### config.mk
export PLATFORM = sky130hd
export DESIGN_NAME = bit_extract
export DESIGN_NICKNAME = d
export VERILOG_FILES = /design/src/rtl/bit_extract.sv
export SDC_FILE = /design/constraint.sdc
export NUM_CORES = 1
export LEC_CHECK = 0
export CAP_MARGIN = 20
export CORE_MARGIN = 2
export CORE_UTILIZATION = 35
export CTS_CLUSTER_SIZE = 20
export DETAILED_ROUTE_END_ITERATION = 12
export MAX_ROUTING_LAYER = met4
export PLACE_DENSITY = 0.62
export SYNTH_ARGS = -nofsm -noshare
export SYNTH_HDL_FRONTEND = slang
export SYNTH_SLANG_ARGS = --single-unit
### constraint.sdc
create_clock -name clk -period 6.3 [get_ports clk]
set_input_delay 1.26 -clock clk [delete_from_list [all_inputs] [get_ports clk]]
set_output_delay 1.26 -clock clk [all_outputs]
set_load 0.02 [all_outputs]
### src/rtl/bit_extract.sv
// -----------------------------------------------------------------------------
// bit_extract
//
// Sits between the constellation-encoder input FIFO and the tone-ordering /
// constellation mapper. Bytes popped from the FIFO are appended to a bit
// reservoir, LSB-first: the first byte popped supplies the lowest bits. Each
// accepted tone request takes exactly b bits (0..15) from the bottom of the
// reservoir and returns them right-aligned on data_o. A symbol-boundary flush
// throws away whatever is left.
//
// Ports
//   clk           system clock, rising edge
//   reset         asynchronous, active-high reset
//   fifo_empty_i  FIFO empty flag
//   fifo_re_o     FIFO read enable (registered, one-cycle pulse per byte)
//   fifo_data_i   FIFO read data, valid the cycle after fifo_re_o was sampled
//   req_i         tone bit request, taken when req_i & ready_o at the edge
//   bits_i        number of bits b wanted by this request
//   ready_o       block idle and able to take a request
//   valid_o       one-cycle pulse, data_o carries the requested bits
//   data_o        extracted bits, right-aligned, upper bits zero; held until
//                 the next valid_o
//   flush_i       discard reservoir and abort any in-flight request
//   bit_cnt_o     number of bits currently held in the reservoir
// -----------------------------------------------------------------------------
module bit_extract #(
  parameter int DWIDTH = 8,   // FIFO data width
  parameter int BWIDTH = 4,   // width of the requested bit count
  parameter int RWIDTH = 23   // reservoir width, >= (2**BWIDTH - 2) + DWIDTH
) (
  input  logic                      clk,
  input  logic                      reset,
  input  logic                      fifo_empty_i,
  output logic                      fifo_re_o,
  input  logic [DWIDTH-1:0]         fifo_data_i,
  input  logic                      req_i,
  input  logic [BWIDTH-1:0]         bits_i,
  output logic                      ready_o,
  output logic                      valid_o,
  output logic [(2**BWIDTH)-2:0]    data_o,
  input  logic                      flush_i,
  output logic [4:0]                bit_cnt_o
);

  localparam int OWIDTH = (2 ** BWIDTH) - 1;

  // State encoding
  localparam logic [1:0] IDLE  = 2'd0;
  localparam logic [1:0] CHECK = 2'd1;
  localparam logic [1:0] FETCH = 2'd2;
  localparam logic [1:0] LOAD  = 2'd3;

  logic [1:0]        state_q,   state_d;
  logic [RWIDTH-1:0] res_q,     res_d;
  logic [4:0]        cnt_q,     cnt_d;
  logic [BWIDTH-1:0] b_q,       b_d;
  logic [OWIDTH-1:0] data_q,    data_d;
  logic              valid_q,   valid_d;
  logic              fifo_re_q, fifo_re_d;

  // Low-b-bits mask; b = 0 yields an all-zero mask so data_o reads 0.
  logic [OWIDTH-1:0] take_mask;
  logic              enough_bits;

  assign take_mask   = ~({OWIDTH{1'b1}} << b_q);
  assign enough_bits = (cnt_q >= 5'(b_q));

  // ---------------------------------------------------------------------------
  // Next-state logic
  // ---------------------------------------------------------------------------
  always_comb begin
    // NOTE: every signal written here gets a default first; a path that left
    // one unassigned would infer a latch.
    state_d   = state_q;
    res_d     = res_q;
    cnt_d     = cnt_q;
    b_d       = b_q;
    data_d    = data_q;
    valid_d   = 1'b0;
    fifo_re_d = 1'b0;

    if (flush_i) begin
      // Flush beats everything. A byte already popped in FETCH/LOAD is simply
      // not merged, so it is lost along with the rest of the reservoir.
      state_d = IDLE;
      res_d   = '0;
      cnt_d   = '0;
    end else begin
      case (state_q)
        IDLE: begin
          if (req_i) begin
            b_d     = bits_i;
            state_d = CHECK;
          end
        end

        CHECK: begin
          if (enough_bits) begin
            data_d  = res_q[OWIDTH-1:0] & take_mask;
            res_d   = res_q >> b_q;
            cnt_d   = cnt_q - 5'(b_q);
            valid_d = 1'b1;
            state_d = IDLE;
          end else if (!fifo_empty_i) begin
            // Read enable is registered, so it is raised for exactly the
            // FETCH cycle and the FIFO samples it on the edge leaving FETCH.
            fifo_re_d = 1'b1;
            state_d   = FETCH;
          end
          // Short of bits with an empty FIFO: wait here, no read issued.
        end

        FETCH: begin
          state_d = LOAD;
        end

        LOAD: begin
          // A fetch only happens while cnt < b <= 15, so cnt <= 14 here and the
          // new byte always fits below bit RWIDTH.
          res_d   = res_q | (RWIDTH'(fifo_data_i) << cnt_q);
          cnt_d   = cnt_q + 5'(DWIDTH);
          state_d = CHECK;
        end

        default: begin
          state_d = IDLE;
        end
      endcase
    end
  end

  // ---------------------------------------------------------------------------
  // State registers
  // ---------------------------------------------------------------------------
  // NOTE: the reservoir is a plain register, not a memory, and its contents are
  // architecturally visible through bit_cnt_o/data_o, so it is reset with the
  // rest of the state.
  always_ff @(posedge clk or posedge reset) begin
    if (reset) begin
      // NOTE: sequential state uses non-blocking assignments only, so every
      // register samples the pre-edge value of every other register.
      state_q   <= IDLE;
      res_q     <= '0;
      cnt_q     <= '0;
      b_q       <= '0;
      data_q    <= '0;
      valid_q   <= 1'b0;
      fifo_re_q <= 1'b0;
    end else begin
      state_q   <= state_d;
      res_q     <= res_d;
      cnt_q     <= cnt_d;
      b_q       <= b_d;
      data_q    <= data_d;
      valid_q   <= valid_d;
      fifo_re_q <= fifo_re_d;
    end
  end

  // ---------------------------------------------------------------------------
  // Outputs
  // ---------------------------------------------------------------------------
  assign ready_o   = (state_q == IDLE);
  assign valid_o   = valid_q;
  assign data_o    = data_q;
  assign fifo_re_o = fifo_re_q;
  assign bit_cnt_o = cnt_q;

endmodule

==> flow_metrics.tcl <==
set metrics [dict create \
    die-area_um2 13230 \
    seq_area_frac_synth 0.2957 \
    area_delta_synth_final_pct 12.96 \
    grt_usage 0.1962 \
    power_density_nw_per_um2 465.4 \
    regArea_um2 1277 \
    fin_crit_sh 0.5263 \
    cts_htree_levels 2 \
    ys_ff_latch 51 \
    clk_latency_ps 300 \
    cts-root-buf "clkbuf_16" \
    status "finished, final reports clean" \
    max-cap-violations 0 \
    wirelength_um 12140 \
    synth_top_family_by_area "multiplexers" \
    slowest_delay_ps 990 \
    worst_slack_ps 2984 \
    nets 497 \
    arrival_ps 2060 \
    rows 40 \
    fill_cells 1196 \
    stdcell_count 618 \
    die_h_um 115.0 \
    clk_path_buf_depth 2 \
    routedWlPerCell_um 19.64 \
    synthFlopType "dfrtp_1" \
    place_hpwl_um 8628 \
    clkTransAtPathRegs_ps 80 \
    first_pass_iters 5 \
    grt_antenna_before_repair 0 \
    startpoint "bit_cnt_o[2]" \
    mostFrequentLayoutCell "dfrtp_1" \
    ant_nets 0 \
    ctsHoldBuffers 0 \
    antennaDiodeCount 0 \
    worstReg2RegStart "bit_cnt_o[1]" \
    syn_inst 458 \
    start_util 0.3593 \
    finalHoldViolCount 0 \
    drive_gt1_frac 0.1423 \
    path_class "reg -> out" \
    grt_pass1_wl_um 19900 \
    relSlewSlack 0.3510 \
    ios 40 \
    final-setup-viol-count 0 \
    fmax_ghz 0.3016 \
    yosysWarnings 0 \
    skew_ps 11.22 \
    hold_class "reg -> reg" \
    grt_max_degree 52 \
    post-cts-setup-buffers 0 \
    cp_slowest_cell "dfrtp_1" \
    crit_chain "clkdlybuf4s50_1" \
    synthXorXnorAreaFrac 0.002030 \
    leakagePower_nw 1.885 \
    critPathTopFamily "flip-flops" \
    io_buffers 39 \
    drtIter0Drc 378 \
    numCtsBuffers 5 \
    synth_area_um2 4315 \
    vias_per_cell 6.125 \
    grt_pass1_vias 3649 \
    rsz0062_at_grt "false" \
    final_cell_mix "50 x dfrtp_1, 40 x nand2_1, 39 x clkdlybuf4s50_1" \
    slew_violations 0 \
    overflow 0 \
    async_reset_ff_frac 1.000 \
    crit_path_end_kind "output pin" \
    clock_sinks 51 \
    vias 3785 \
    ctsResizeCount 0 \
    synth-edff-count 0 \
    required_ps 5040 \
    path_max_fanout 31 \
    crit_buf_inv 1 \
    muxShareOfSynthArea 0.2528 \
    globalplace.congestion 0.8919 \
    synth_compound_area_frac 0.1919 \
    drc_errors 0 \
    place_ws_ps 2802 \
    core_um2 12010 \
    synth_nets 485 \
    fin_crit_ps 3316 \
    place_inst 610 \
    synth_cell_types 57 \
    min_from "data_o[3]" \
    crit_path_start_kind "flip-flop" \
    yosys.area_share.simple 0.1621 \
    multi_input_area_um2 2760 \
    ir_drop_mv 0.1789 \
    die_width_um 115.0 \
    fin_setup_tns_ps 0 \
    worstMarginPinSlew_ps 973.5 \
    synthAdderAreaFrac 0.03073 \
    cts_tree "yes" \
    syn_avg_cell_area_um2 9.422 \
]
==> tightest hold or removal path: cells and delay by family, from the launching register on <==
family           cells  cell delay (ps)
AO/OA/AOI/OAI        1               60
AND/OR/NAND/NOR      1               50
flip-flops           1              350
==> state kept, by name (all words and copies together), names as in the netlist <==
register,count
res_q,23
data_o,15
bit_cnt_o,5
b_q,4
state_q,2
fifo_re_o,1
valid_o,1
==> per-layer routing <==
metal	global-route usage	routed length, um
met5	-	0
met4	0.04016	143
met3	0.02161	835
met2	0.2945	5615
met1	0.2877	5540
==> through the flow <==
| step | total power, mW | hold WS (ps) | util | area (um2) |
|---|---|---|---|---|
| after floorplan | 1.613 | 506.4 | - | 4315 |
| after global placement | 1.939 | 469.2 | 0.3930 | 4721 |
| after detailed placement | 1.968 | 475.3 | 0.3930 | 4721 |
| after CTS | 2.267 | 493.5 | 0.4058 | 4875 |
| after global routing | 2.430 | 512.6 | 0.4058 | 4875 |
| final | 2.269 | 483.6 | 0.4058 | 4875 |
==> report_power, final <==
group / leakage (nW) / internal, mW / switching [mW]
combinational: 1.14 / 0.604 / 0.733
sequential: 0.667 / 0.435 / 0.205
clock: 0.0759 / 0.152 / 0.140
total: 1.89 / 1.19 / 1.08
==> cell usage after synthesis, types with 10 or more instances <==
cell | n | share of area
o21ai_0 | 16 | 0.019
nor3_1 | 13 | 0.015
inv_1 | 10 | 0.0087
buf_2 | 12 | 0.014
mux4_2 | 25 | 0.13
nand3_1 | 10 | 0.012
nand2_1 | 40 | 0.035
a211oi_1 | 15 | 0.026
o21ai_1 | 26 | 0.030
a21oi_1 | 26 | 0.030
mux2i_1 | 37 | 0.086
dfrtp_1 | 51 | 0.30
clkbuf_1 | 22 | 0.019
mux2_2 | 12 | 0.031
nor2_1 | 31 | 0.027
==> logic make-up (layout without fill, tap and decap cells) <==
group                      count (synthesis)  count (layout)
AOI/OAI and AO/OA                        126             126
xor gates and xnor gates                   1               1
adders and majority gates                 10              10
buffers and inverters                     56              69
DFF                                       51              51
muxes                                     76              76
and+or+nand+nor                          138             138
==> layout make-up <==
cell class              instances  share of cell area
multi-input cells             351              0.5662
clock buffers                   5             0.02567
clock inverters                 3            0.005903
inverters                      15             0.01155
well taps                     147             0.03773
flip-flops and latches         51              0.2621
repair buffers                 46             0.09086
==> worst paths after layout <==
path | slack (ps) | cells past startpoint | end
setup / recovery | 2980 | 1 | bit_cnt_o[2]
hold / removal | 480 | 2 | data_o[3]
setup reg to reg | 3180 | 7 | res_q[13]
hold reg to reg | 480 | 2 | data_o[3]
max in group asynchronous | 4370 | 3 | b_q[1]
min in group asynchronous | 1450 | 3 | data_o[1]
No activity file was read; power rests on OpenSTA's default activity.
